--- src/rtl/rpsc_seq_pkg.sv ---
// rpsc_seq_pkg: shared states, stage indices and helpers for the RPSC supply sequencer.
package rpsc_seq_pkg;
  localparam int NUM_STAGES = 6;
  localparam logic [2:0] STG_FAN = 3'd0;
  localparam logic [2:0] STG_CA = 3'd1;
  localparam logic [2:0] STG_G1 = 3'd2;
  localparam logic [2:0] STG_AN = 3'd3;
  localparam logic [2:0] STG_G2 = 3'd4;
  localparam logic [2:0] STG_DRAMP = 3'd5;
  typedef enum logic [2:0] {
    S_IDLE, S_RAMP_UP, S_CA_WARM, S_RUN, S_RAMP_DOWN, S_FAN_RUNON, S_FAULT
  } state_t;
  function automatic int max4(input int a, input int b, input int c, input int d);
    int m;
    m = a > b ? a : b;
    m = m > c ? m : c;
    return m > d ? m : d;
  endfunction
  // Highest enabled HV stage (1..5); 0 means no HV stage is on.
  function automatic logic [2:0] hi_stage(input logic [NUM_STAGES-1:0] m);
    logic [2:0] h;
    h = 3'd0;
    for (int i = 1; i < NUM_STAGES; i++) h = m[i] ? 3'(i) : h;
    return h;
  endfunction
endpackage

--- src/rtl/seq_timer.sv ---
// seq_timer: loadable down-counter that saturates at zero; done while the count is zero.
module seq_timer #(
  parameter int W = 8
) (
  input  logic         clk,
  input  logic         reset,
  input  logic         load,
  input  logic [W-1:0] value,
  output logic         done
);
  logic [W-1:0] cnt;
  always_ff @(posedge clk) begin
    if (reset) cnt <= '0;
    else if (load) cnt <= value;
    else if (cnt != '0) cnt <= cnt - 1'b1;
  end
  assign done = cnt == '0;
endmodule

--- src/rtl/hv_power_sequencer.sv ---
// hv_power_sequencer: orders the RPSC supply stages on/off with permit, ACT and interlock handling.
module hv_power_sequencer
  import rpsc_seq_pkg::*;
#(
  parameter int CA_DELAY_CYCLES = 60,
  parameter int ACK_TIMEOUT = 100,
  parameter int DOWN_GAP = 5,
  parameter int FAN_OFF_DELAY = 120
) (
  input  logic                  clk,
  input  logic                  reset,
  input  logic                  i_start,
  input  logic                  i_stop,
  input  logic                  i_fault,
  input  logic                  i_clear,
  input  logic [NUM_STAGES-1:0] i_perm,
  input  logic [NUM_STAGES-1:0] i_ack,
  output logic [NUM_STAGES-1:0] o_on,
  output logic [2:0]            o_state,
  output logic [2:0]            o_idx,
  output logic                  o_ready,
  output logic                  o_timeout
);
  localparam int TW = $clog2(max4(CA_DELAY_CYCLES, ACK_TIMEOUT, DOWN_GAP, FAN_OFF_DELAY)) + 1;
  // Loaded with N-1 so that expiry is acted on exactly N edges after the load edge.
  localparam logic [TW-1:0] T_CA = TW'(CA_DELAY_CYCLES - 1);
  localparam logic [TW-1:0] T_ACK = TW'(ACK_TIMEOUT - 1);
  localparam logic [TW-1:0] T_GAP = TW'(DOWN_GAP - 1);
  localparam logic [TW-1:0] T_FAN = TW'(FAN_OFF_DELAY - 1);
  state_t state, state_n;
  logic [NUM_STAGES-1:0] on_n, rest;
  logic [2:0] idx_n, drop_h;
  logic ready_n, to_n, ld, tmr_done, go_fault, do_drop, acked, perm_loss, last;
  logic [TW-1:0] ld_val;
  seq_timer #(.W(TW)) u_timer (
    .clk(clk), .reset(reset), .load(ld), .value(ld_val), .done(tmr_done)
  );
  assign o_state = state;
  assign acked = o_on[o_idx] & i_ack[o_idx];
  assign perm_loss = |(o_on & ~i_perm);
  assign drop_h = hi_stage(o_on);
  assign rest = o_on & ~(NUM_STAGES'(1) << drop_h);
  assign last = hi_stage(rest) == 3'd0;
  always_comb begin
    state_n = state;
    idx_n = o_idx;
    on_n = o_on;
    ready_n = 1'b0;
    to_n = o_timeout;
    ld = 1'b0;
    ld_val = '0;
    go_fault = 1'b0;
    do_drop = 1'b0;
    if (state != S_FAULT && (i_fault || (state != S_IDLE && perm_loss))) go_fault = 1'b1;
    else begin
      case (state)
        S_IDLE: if (i_start && !i_stop) begin
          state_n = S_RAMP_UP;
          idx_n = STG_FAN;
          ld = 1'b1;
          ld_val = T_ACK;
        end
        S_RAMP_UP: begin
          if (tmr_done && !acked) begin
            go_fault = 1'b1;
            to_n = 1'b1;
          end else if (i_stop) do_drop = 1'b1;
          else if (acked) begin
            state_n = o_idx == STG_CA ? S_CA_WARM : o_idx == STG_DRAMP ? S_RUN : S_RAMP_UP;
            idx_n = (o_idx == STG_CA || o_idx == STG_DRAMP) ? o_idx : o_idx + 3'd1;
            ready_n = o_idx == STG_DRAMP;
            ld = o_idx != STG_DRAMP;
            ld_val = o_idx == STG_CA ? T_CA : T_ACK;
          end else if (i_perm[o_idx]) on_n[o_idx] = 1'b1;
        end
        S_CA_WARM: begin
          if (i_stop) do_drop = 1'b1;
          else if (tmr_done) begin
            state_n = S_RAMP_UP;
            idx_n = STG_G1;
            ld = 1'b1;
            ld_val = T_ACK;
          end
        end
        S_RUN: begin
          do_drop = i_stop;
          ready_n = !i_stop;
        end
        S_RAMP_DOWN: do_drop = tmr_done;
        S_FAN_RUNON: if (!o_on[STG_FAN] || tmr_done) begin
          on_n[STG_FAN] = 1'b0;
          state_n = S_IDLE;
        end
        S_FAULT: begin
          on_n[STG_FAN] = o_on[STG_FAN] && !tmr_done;
          if (i_clear && !i_fault && tmr_done) begin
            state_n = S_IDLE;
            to_n = 1'b0;
          end
        end
        default: state_n = S_IDLE;
      endcase
    end
    if (go_fault) begin
      state_n = S_FAULT;
      on_n = o_on & NUM_STAGES'(1);
      ready_n = 1'b0;
      ld = 1'b1;
      ld_val = T_FAN;
    end
    // Each drop clears the highest enabled stage; unused stages are skipped outright.
    if (do_drop) begin
      on_n = drop_h == 3'd0 ? o_on : rest;
      idx_n = drop_h == 3'd0 ? o_idx : drop_h;
      state_n = (drop_h == 3'd0 || last) ? S_FAN_RUNON : S_RAMP_DOWN;
      ld = 1'b1;
      ld_val = (drop_h == 3'd0 || last) ? T_FAN : T_GAP;
    end
  end
  always_ff @(posedge clk) begin
    if (reset) begin
      state <= S_IDLE;
      o_idx <= '0;
      o_on <= '0;
      o_ready <= 1'b0;
      o_timeout <= 1'b0;
    end else begin
      state <= state_n;
      o_idx <= idx_n;
      o_on <= on_n;
      o_ready <= ready_n;
      o_timeout <= to_n;
    end
  end
endmodule
--- config.mk ---
export PLATFORM = sky130hd
export DESIGN_NAME = hv_power_sequencer
export DESIGN_NICKNAME = d
export VERILOG_FILES = /design/src/rtl/rpsc_seq_pkg.sv /design/src/rtl/seq_timer.sv /design/src/rtl/hv_power_sequencer.sv
export SDC_FILE = /design/constraint.sdc
export NUM_CORES = 1
export LEC_CHECK = 0
export ABC_AREA = 0
export CAP_MARGIN = 30
export CORE_UTILIZATION = 40
export DETAILED_ROUTE_END_ITERATION = 7
export GPL_TIMING_DRIVEN = 0
export MAX_ROUTING_LAYER = met4
export PLACE_DENSITY = 0.7
export SYNTH_ARGS = -nofsm -noshare
export SYNTH_HDL_FRONTEND = slang
export SYNTH_SLANG_ARGS = --single-unit
--- constraint.sdc ---
create_clock -name clk -period 4.9 [get_ports clk]
set_input_delay 0.735 -clock clk [delete_from_list [all_inputs] [get_ports clk]]
set_output_delay 0.735 -clock clk [all_outputs]
set_load 0.1 [all_outputs]
==> metrics, run 1 <==
status=finished clean; critical register-to-register path endpoint=o_idx[1]$_SDFFE_PP0P_; Hold WS=about 0.48 ns; Worst VDD drop=~0.17 mV; average cell area after synthesis=about 7.6 sq um; Setup Fix Bufs, Post-CTS=0; share of post-route cells with drive strength above 1=0.0797; number of hold buffers added after CTS=0; Starting Density=0.419; setup slack, reg-to-reg=about 2.0 ns; sort of element at the end of the critical path=register; kind of cell adding the most delay to the critical path=simple AND/OR/NAND/NOR gates; relative slew slack=0.354; Inserted Clock Buffers=3; CTS H-Tree Depth=1; series of cell instances along the critical path=inv_1 > ha_1 > nor3b_1 > and2_1 > buf_4 > o211ai_4 > a22oi_1 > o32ai_1 > or3_1 > o211a_1; setup repair after global routing missed its margin=no; Required @ worst endpoint=just over 5 ns; number of clock sinks=22; Detail Placement HPWL=3960 um; total nets after synthesis=around 260; number of antenna diodes=0; number of slew-limit violations in the final report=0; sequential-to-total area share from yosys stat=0.240; maximum clock skew at final layout=roughly 0.0099 ns; fraction of synthesized cell area taken by the top area cell type=0.240; average routed wire per standard cell=16.1 um; total routing usage reported by global routing=0.222; count of mapped cells out of synthesis=about 240; Synth cell types=58; max-cap viol count=0; die width=between 60 and 70 um; post-synth top area cell=dfxtp_1; 1st-pass router iterations=7; Worst Hold End=o_timeout$_SDFFE_PP0P_; highest clock rate=approximately 0.34 GHz; maximum number of pins on one net before global-route repair=14; number of cells on the worst reg-to-reg path=10; area of the placeable core=roughly 4400 sq um; kind of critical path=register to register; layout overhead on the synthesized area=23.8%; number of endpoints failing setup at the final stage=0; slowest cell delay on critical path=~0.54 ns; number of hold violations in the final report=0; insertion delay of the later-clocked pin in the worst-skew pair=about 0.27 ns; detailed-route via count=1995; total DRC errors in the routed layout=0; Iteration-0 DRC Markers=around 210; arrival time of the worst setup path=3.08 ns; clock tree from TritonCTS=built; Total Neg Setup Slack=0 ns; launch point of the worst reg-to-reg path=u_timer.cnt[0]$_SDFFE_PP0P_; cell depth of the worst hold path=2; Met1 Wirelength=around 2400 um; crit path buf inv count=2; wire length reported by the detailed router=roughly 5300 um; number of global-route vias before repair=1761; ranking of synthesized cells by area=dfxtp_1, a21oi_1, mux2i_1, nand2_1, nor3_1; Root Driver=clkbuf_8; P_leak=0.861 nW; ranking of synthesized cells by instance count=a21oi_1, dfxtp_1, nand2_1, nor2_1, nor3_1; post-synthesis register bit count=22; worst slew pin tran=roughly 0.97 ns; initial antenna violation count=0; vias per inst=approximately 6.1; met2 wire length=about 2500 um; number of port buffers=30; total number of nets in the final design=299; Total Die Area=4860 sq um; async set or reset register ratio after synthesis=0; class of the most critical hold timing path=register to register; CP max stage cell=a22oi_1; met3 WL=approximately 380 um; startpoint of the worst hold path=o_timeout$_SDFFE_PP0P_; io pins=32; maximum fanout along the worst path=7; placement row count=24; total grt overflow=0; y dimension of the die=about 70 um; Pwr per Cell Area=258 nW/um^2; share of the cycle needed by the critical path after routing=0.595; clock transition time at the flip-flop clock pins of the worst setup and hold paths=0.09 ns; summed instance area of the synthesized netlist=1840 sq um; buffer depth of the longest clock path=2; Antenna Violating Nets Remaining=0; Final Critical Period=between 2 and 3 ns; Worst setup SP type=register; routability congestion estimate from global placement=between 0.9 and 1; EDFF count, synth=0; highest routed metal layer=met4; ys flop type=dfxtp_1; global-route wire length before repair=roughly 8500 um; synth warn=0; number of gates given a new drive strength after cts=0
state kept, by name, summed over array words and instances (netlist names):
name / flops
o_ready: 1
u_timer.cnt: 8
o_state: 3
o_on: 6
o_timeout: 1
o_idx: 3
worst max path at each step:
stage                             endpoint                         from  cells past startpoint
2_1_floorplan        o_idx[0]$_SDFFE_PP0P_        o_idx[0]$_SDFFE_PP0P_                      9
3_3_place_gp         o_idx[1]$_SDFFE_PP0P_                     i_ack[1]                     10
3_5_place_dp         o_idx[1]$_SDFFE_PP0P_                     i_ack[1]                     10
4_1_cts        u_timer.cnt[4]$_SDFFE_PP0P_  u_timer.cnt[0]$_SDFFE_PP0P_                      9
5_1_grt        u_timer.cnt[4]$_SDFFE_PP0P_  u_timer.cnt[0]$_SDFFE_PP0P_                      9
6_report             o_idx[1]$_SDFFE_PP0P_  u_timer.cnt[0]$_SDFFE_PP0P_                     10
cell families after synthesis:
group           after synthesis  share of synthesized area
buf+inv                      25                     0.0620
simple gates                102                      0.303
fa+ha+maj                     4                     0.0273
flops                        22                      0.240
compound gates               74                      0.289
xor+xnor                      6                     0.0286
mux                           9                     0.0498
per-stage QoR:
stage / power [mW] / utilization / cell area, sq um / setup WS [ns] / instances
finish: 0.586 / 0.518 / 2270 / 1.98 / 328
floorplan: 0.360 / - / 1840 / 1.80 / 242
global route: 0.615 / 0.518 / 2270 / 1.80 / 328
detailed placement: 0.413 / 0.502 / 2200 / 1.84 / 324
CTS: 0.587 / 0.518 / 2270 / 2.00 / 328
global placement: 0.412 / 0.502 / 2200 / 1.87 / 324
tightest hold or removal path, stage by stage (launching register included):
cell	delay (ns)
dfxtp_1	0.32
o21ai_0	0.07
a21oi_1	0.06
cells in the final DEF (no fill, tap or decap), types with 3 or more instances in the layout:
master,netlist,routed
ha_1,4,4
mux2i_1,8,8
xor2_1,4,4
nand2b_1,7,7
a211oi_1,5,5
a31oi_1,4,4
dfxtp_1,22,22
nor2b_1,8,8
or2_2,3,3
buf_2,3,3
nor2_1,18,18
inv_1,9,9
o21ai_0,12,12
and3_1,5,5
a21oi_1,22,22
nor3_1,14,14
nand2_1,21,21
clkbuf_8,0,3
clkbuf_1,7,7
a21o_1,3,3
clkdlybuf4s50_1,0,30
nand3_1,5,5
and2_1,4,4
buf_4,4,4
power breakdown:
part	total (mW)	internal, mW	switching [mW]
Sequential	0.206	0.191	0.0147
Combinational	0.206	0.0796	0.127
Clock	0.174	0.109	0.0647
Total	0.586	0.380	0.206
final cells by class:
class,instances,area [sq um]
fillers,425,2110
multi-input cells,195,1280
flip-flops and latches,22,440
repair buffers,30,300
plain buffers,16,80.1
well taps,52,65.1
clock buffers,3,41.3
inverters,9,33.8
clock inverters,1,30.0
metal layers:
metal | vias to the layer above | global-route usage
met1 | 939 | 0.298
met2 | 88 | 0.350
met3 | 8 | 0.0422
li1 | 960 | -
met5 | - | -
met4 | 0 | 0.0422
(Power assumes the default switching activity.)
==> run 2: changes to the inputs <==
Clock period 4.9 ns to 2.9 ns, I/O delays scaled along.
==> run 2 against run 1 <==
Clock skew rose by 0.0023 ns; highest routed layer unchanged; hold slack lost 0.0036 ns; sequential power is 69% higher; die area stayed put; critical path type unchanged; total power up 70%; sequential share of layout area about the same; fmax increased by 12%; largest power group is now combinational cells.
==> metrics, run 2 (synthesized netlist as in run 1, its figures left out) <==
status=finished clean; total of fill cells in the finished design=429 (+0.94%); area of combinational cells with multiple inputs=1290 sq um (+0.88%); total grt overflow=0 (unchanged); worst slew pin tran=0.985 ns (+0.0194 ns); Total Neg Setup Slack=0 ns (unchanged); Total Die Area=4860 sq um (unchanged); area of the placeable core=4380 sq um (unchanged); number of slew-limit violations in the final report=0 (unchanged); Starting Density=0.419 (unchanged); number of endpoints failing setup at the final stage=0 (unchanged); maximum fanout along the worst path=10 (+3); Required @ worst endpoint=3.07 ns (-1.99 ns); share of the cycle needed by the critical path after routing=0.901 (+0.305); max FFs per register=8 (unchanged); startpoint of the worst hold path=o_timeout$_SDFFE_PP0P_; number of cells on the worst reg-to-reg path=11 (+1); relative slew slack=0.341 (-0.0130); commonest non-fill, non-tap cells in the layout=clkdlybuf4s50_1, a21oi_1, nand2_1; placement row count=24 (unchanged); routability congestion estimate from global placement=0.919 (-1.4%); largest registers ranked by flip-flop count=u_timer.cnt x8, o_on x6; arrival time of the worst setup path=2.78 ns (-0.30 ns); setup repair after global routing missed its margin=no; setup slack, reg-to-reg=0.29 ns (-1.70 ns); CTS H-Tree Depth=1 (unchanged); Detail Placement HPWL=3970 um (+0.21%); max-cap viol count=0 (unchanged); initial antenna violation count=0 (unchanged); io pins=32 (unchanged); total number of nets in the final design=299 (unchanged); y dimension of the die=69.7 um (unchanged); total DRC errors in the routed layout=0 (unchanged); insertion delay of the later-clocked pin in the worst-skew pair=0.27 ns (about the same); average routed wire per standard cell=16.0 um (-0.83%); Antenna Violating Nets Remaining=0 (unchanged); highest clock rate=0.383 GHz (+12%); die width=69.7 um (unchanged); Inserted Clock Buffers=3 (unchanged); maximum number of pins on one net before global-route repair=14 (unchanged); Final Critical Period=2.61 ns (-0.305 ns); number of port buffers=30 (unchanged); kind of critical path=register to register; most frequent standard cell in the layout excluding fill and tap cells=clkdlybuf4s50_1; clock transition time at the flip-flop clock pins of the worst setup and hold paths=0.10 ns (about the same); total routing usage reported by global routing=0.231 (+0.00978); share of post-route cells with drive strength above 1=0.0942 (+0.0145); sort of element at the end of the critical path=register; launch point of the worst reg-to-reg path=u_timer.cnt[0]$_SDFFE_PP0P_; cell depth of the worst hold path=2 (unchanged); most flop-heavy register=u_timer.cnt; Worst setup SP type=register; class of the most critical hold timing path=register to register; clock tree from TritonCTS=built; layout overhead on the synthesized area=24.5%; global-route wire length before repair=8870 um (+4.8%); buffer depth of the longest clock path=2 (unchanged); maximum clock skew at final layout=0.0122 ns (+0.00229 ns); vias per inst=5.98 (-1.8%); Worst VDD drop=0.245 mV (+45%); number of clock sinks=22 (unchanged); wire length reported by the detailed router=5250 um (-0.83%); critical register-to-register path endpoint=o_state[0]$_SDFFE_PP0P_; P_leak=0.865 nW (+0.52%); Root Driver=clkbuf_8; Worst Hold End=o_timeout$_SDFFE_PP0P_; Hold WS=0.479 ns (-0.00355 ns); crit path from=u_timer.cnt[0]$_SDFFE_PP0P_; number of hold violations in the final report=0 (unchanged); number of antenna diodes=0 (unchanged); Pwr per Cell Area=436 nW/um^2 (+69%); combined flip-flop and latch cell area=443 sq um (+0.57%); Iteration-0 DRC Markers=223 (+7.2%); 1st-pass router iterations=4 (-3); number of global-route vias before repair=1844 (+4.7%); detailed-route via count=1960 (-1.8%)
-- run 2: cell counts in the layout (fill, tap and decap cells not counted) --
No cell type changed its count.
-- run 2: cell type report --
cell class / count / area share
Buffer: 16 / 0.0350
Tap cell: 52 / 0.0285
Timing Repair Buffer: 30 / 0.131
Clock buffer: 3 / 0.0181
Inverter: 9 / 0.0148
Multi-Input combinational cell: 195 / 0.565
Sequential cell: 22 / 0.194
Clock inverter: 1 / 0.0131
-- run 2: what timing repair did --
action / CTS / global route
resized for setup: 0 / 2
setup endpoints to repair: 0 / 16
setup buffers: 0 / 0
hold buffers: 0 / 0
-- run 2: how the worst max path moves through the flow --
stage                                         end  slack [ns]  cells past startpoint
after global routing      o_state[0]$_SDFFE_PP0P_        0.09                     11
final                     o_state[0]$_SDFFE_PP0P_        0.29                     11
after detailed placement    o_idx[1]$_SDFFE_PP0P_        0.13                     10
after CTS                 o_state[0]$_SDFFE_PP0P_        0.11                     11
after global placement    o_state[0]$_SDFFE_PP0P_        0.14                     11
after floorplan              o_on[1]$_SDFFE_PP0P_        0.04                      8
-- run 2: layer usage --
layer / vias to the layer above / part of all wire / global-route usage
li1: 963 / - / -
met1: 921 / 0.46 / 0.321
met2: 67 / 0.47 / 0.355
met3: 9 / 0.052 / 0.0291
met4: 0 / 0.014 / 0.0644
met5: - / 0 / -
-- run 2: critical path, stage by stage, from the launching register on --
cell	delay, ns
dfxtp_1	0.33
inv_1	0.11
ha_1	0.20
nor3b_2	0.29
and2_1	0.17
buf_4	0.18
o211ai_4	0.12
a22o_4	0.31
nor3_2	0.25
buf_4	0.22
o21ai_1	0.08
a221oi_1	0.26
-- run 2: power by group --
group / switching [mW] / internal [mW] / total [mW]
registers: 0.0245 / 0.324 / 0.348
logic: 0.215 / 0.136 / 0.350
clock network: 0.113 / 0.185 / 0.298
total: 0.352 / 0.644 / 0.996
-- run 2: metrics by stage --
step / instances / instance area [sq um] / setup slack [ns] / power, mW / util
2_1_floorplan: 242 / 1840 / 0.0438 / 0.608 / -
3_3_place_gp: 324 / 2200 / 0.137 / 0.695 / 0.503
3_5_place_dp: 324 / 2200 / 0.129 / 0.698 / 0.503
4_1_cts: 328 / 2270 / 0.112 / 0.995 / 0.519
5_1_grt: 328 / 2290 / 0.0900 / 1.05 / 0.521
6_report: 328 / 2290 / 0.288 / 0.996 / 0.521
==> run 3: changes to the inputs <==
Settings changed: HOLD_SLACK_MARGIN set to 0.03, REMOVE_ABC_BUFFERS set to 1.
==> run 3 against run 2 <==
Final cell count decreased by 3.7%; register-to-register slack worse by 0.10 ns; clock skew fell by 0.0066 ns; sequential power is 6.9% higher; worst setup slack worse by 0.10 ns; fmax shrank 3.8%; global-route usage shrank 1.8 points; combinational power down 6.3%; largest power group is now sequential cells; count of clock-buffer cells in the layout stayed put; highest routed layer unchanged; total power shrank 0.63%; via count fell by 3.6%.
==> metrics, run 3 (synthesized netlist as in run 1, its figures left out) <==
total DRC errors in the routed layout=0 (unchanged); sort of element at the end of the critical path=register; highest clock rate=0.368 GHz (-3.8%); slowest cell delay on critical path=0.62 ns (+0.29 ns); most frequent standard cell in the layout excluding fill and tap cells=clkdlybuf4s50_1; Detail Placement HPWL=3660 um (-7.9%); maximum clock skew at final layout=0.00565 ns (-0.00658 ns); global-route wire length before repair=8200 um (-7.6%); max FFs per register=8 (unchanged); Final Instance Area=2270 sq um (-0.88%); P_leak=0.840 nW (-2.9%); number of slew-limit violations in the final report=0 (unchanged); number of hold violations in the final report=0 (unchanged); total of fill cells in the finished design=435 (+1.4%); arrival time of the worst setup path=2.88 ns (+0.10 ns); Total Die Area=4860 sq um (unchanged); kind of critical path=register to register; Pwr per Cell Area=437 nW/um^2 (+0.25%); Required @ worst endpoint=3.07 ns (about the same); share of post-route cells with drive strength above 1=0.0833 (-0.0109); max-cap viol count=0 (unchanged); maximum fanout along the worst path=19 (+9); most flop-heavy register=u_timer.cnt; Tot Pwr=990 uW (-0.63%); Placement Cell Area=2130 sq um (-3.3%); total routing usage reported by global routing=0.214 (-0.0178); initial antenna violation count=0 (unchanged); Total Neg Setup Slack=0 ns (unchanged); total number of nets in the final design=287 (-4.0%); combined flip-flop and latch cell area=443 sq um (unchanged); Iteration-0 DRC Markers=169 (-24%); Worst setup SP type=register; area of the placeable core=4380 sq um (unchanged); share of the cycle needed by the critical path after routing=0.936 (+0.0359); number of global-route vias before repair=1751 (-5.0%); Antenna Violating Nets Remaining=0 (unchanged); series of cell instances along the critical path=mux2i_1 > nor3_1 > o32a_2 > nor3_1 > nor3_4 > buf_12 > and2_1 > and3_1; largest registers ranked by flip-flop count=u_timer.cnt x8, o_on x6; y dimension of the die=69.7 um (unchanged); average routed wire per standard cell=15.9 um (-0.50%); detailed-route via count=1890 (-3.6%); number of hold buffers added after CTS=0 (unchanged); 1st-pass router iterations=4 (unchanged); CTS H-Tree Depth=1 (unchanged); Inserted Clock Buffers=3 (unchanged); number of antenna diodes=0 (unchanged); number of endpoints failing setup at the final stage=0 (unchanged); wire length reported by the detailed router=5030 um (-4.1%); buffer depth of the longest clock path=2 (unchanged); clock tree from TritonCTS=built; die width=69.7 um (unchanged); layout overhead on the synthesized area=23.4%; routability congestion estimate from global placement=0.933 (+1.5%); total grt overflow=0 (unchanged); maximum number of pins on one net before global-route repair=21 (+7); Hold WS=0.486 ns (+0.00697 ns); number of port buffers=31 (+3.3%); io pins=32 (unchanged); worst slew pin tran=0.969 ns (-0.0158 ns); commonest non-fill, non-tap cells in the layout=clkdlybuf4s50_1, a21oi_1, nand2_1; vias per inst=5.98 (about the same); status=finished clean; final design utilization=0.517 (-0.00457); crit path buf inv count=1 (-2); total stage count of the critical path=8 (-3); area of combinational cells with multiple inputs=1310 sq um (+1.2%); insertion delay of the later-clocked pin in the worst-skew pair=0.27 ns (about the same); crit path from=o_idx[0]$_SDFFE_PP0P_; number of cells on the worst reg-to-reg path=8 (-3); kind of cell adding the most delay to the critical path=simple AND/OR/NAND/NOR gates; setup slack, reg-to-reg=0.18 ns (-0.10 ns); Critical path destination=u_timer.cnt[7]$_SDFFE_PP0P_; relative slew slack=0.352 (+0.0106); Root Driver=clkbuf_8; number of clock sinks=22 (unchanged); Final Critical Period=2.72 ns (+0.104 ns); placement row count=24 (unchanged); CP max stage cell=dfxtp_2; clock transition time at the flip-flop clock pins of the worst setup and hold paths=0.09 ns (about the same); launch point of the worst reg-to-reg path=o_idx[0]$_SDFFE_PP0P_; Starting Density=0.419 (unchanged); class of the most critical hold timing path=register to register; most repeated library cell on the critical path=nor3_1; critical register-to-register path endpoint=u_timer.cnt[7]$_SDFFE_PP0P_; Worst VDD drop=0.391 mV (+60%)
==> run 3: metrics by stage <==
stage / setup WS (ns) / cells
global placement: -0.396 / 309
CTS: 0.0220 / 313
floorplan: -0.497 / 226
global route: -0.00575 / 316
finish: 0.184 / 316
detailed placement: -0.364 / 309
==> run 3: how the worst min path moves through the flow <==
stage | startpoint | endpoint | slack, ns | cells after the start
6_report | o_timeout$_SDFFE_PP0P_ | o_timeout$_SDFFE_PP0P_ | 0.49 | 2
5_1_grt | o_timeout$_SDFFE_PP0P_ | o_timeout$_SDFFE_PP0P_ | 0.53 | 2
4_1_cts | o_timeout$_SDFFE_PP0P_ | o_timeout$_SDFFE_PP0P_ | 0.49 | 2
3_5_place_dp | o_timeout$_SDFFE_PP0P_ | o_timeout$_SDFFE_PP0P_ | 0.47 | 2
3_3_place_gp | o_timeout$_SDFFE_PP0P_ | o_timeout$_SDFFE_PP0P_ | 0.46 | 2
2_1_floorplan | reset | o_idx[0]$_SDFFE_PP0P_ | 0.50 | 1
==> run 3: layer usage <==
| metal | vias up | wire length, um | GRT usage |
|---|---|---|---|
| met1 | 883 | 2250 | 0.289 |
| li1 | 940 | - | - |
| met5 | - | 0 | - |
| met2 | 63 | 2470 | 0.341 |
| met3 | 4 | 278 | 0.0363 |
| met4 | 0 | 29 | 0.0356 |
==> run 3: what timing repair did <==
item	in CTS	in global routing
setup endpoints to repair	17	14
setup buffers	0	3
cloned	0	0
pin swaps	0	1
gates resized for setup	4	3
==> run 3: cell type report <==
cell class                      instances  area share
Timing Repair Buffer                   34       0.152
Sequential cell                        22       0.195
Inverter                                9      0.0149
Multi-Input combinational cell        195       0.577
Tap cell                               52      0.0287
Clock buffer                            3      0.0182
Clock inverter                          1      0.0133
==> run 3: worst min-delay path: cells and delay by family, from the launching register on <==
kind | cells | cell delay [ns]
flops | 1 | 0.31
compound gates | 2 | 0.13
==> run 3: power by group <==
part	switching (mW)	total (mW)	internal, mW
Clock	0.106	0.290	0.184
Combinational	0.190	0.328	0.138
Sequential	0.0482	0.372	0.323
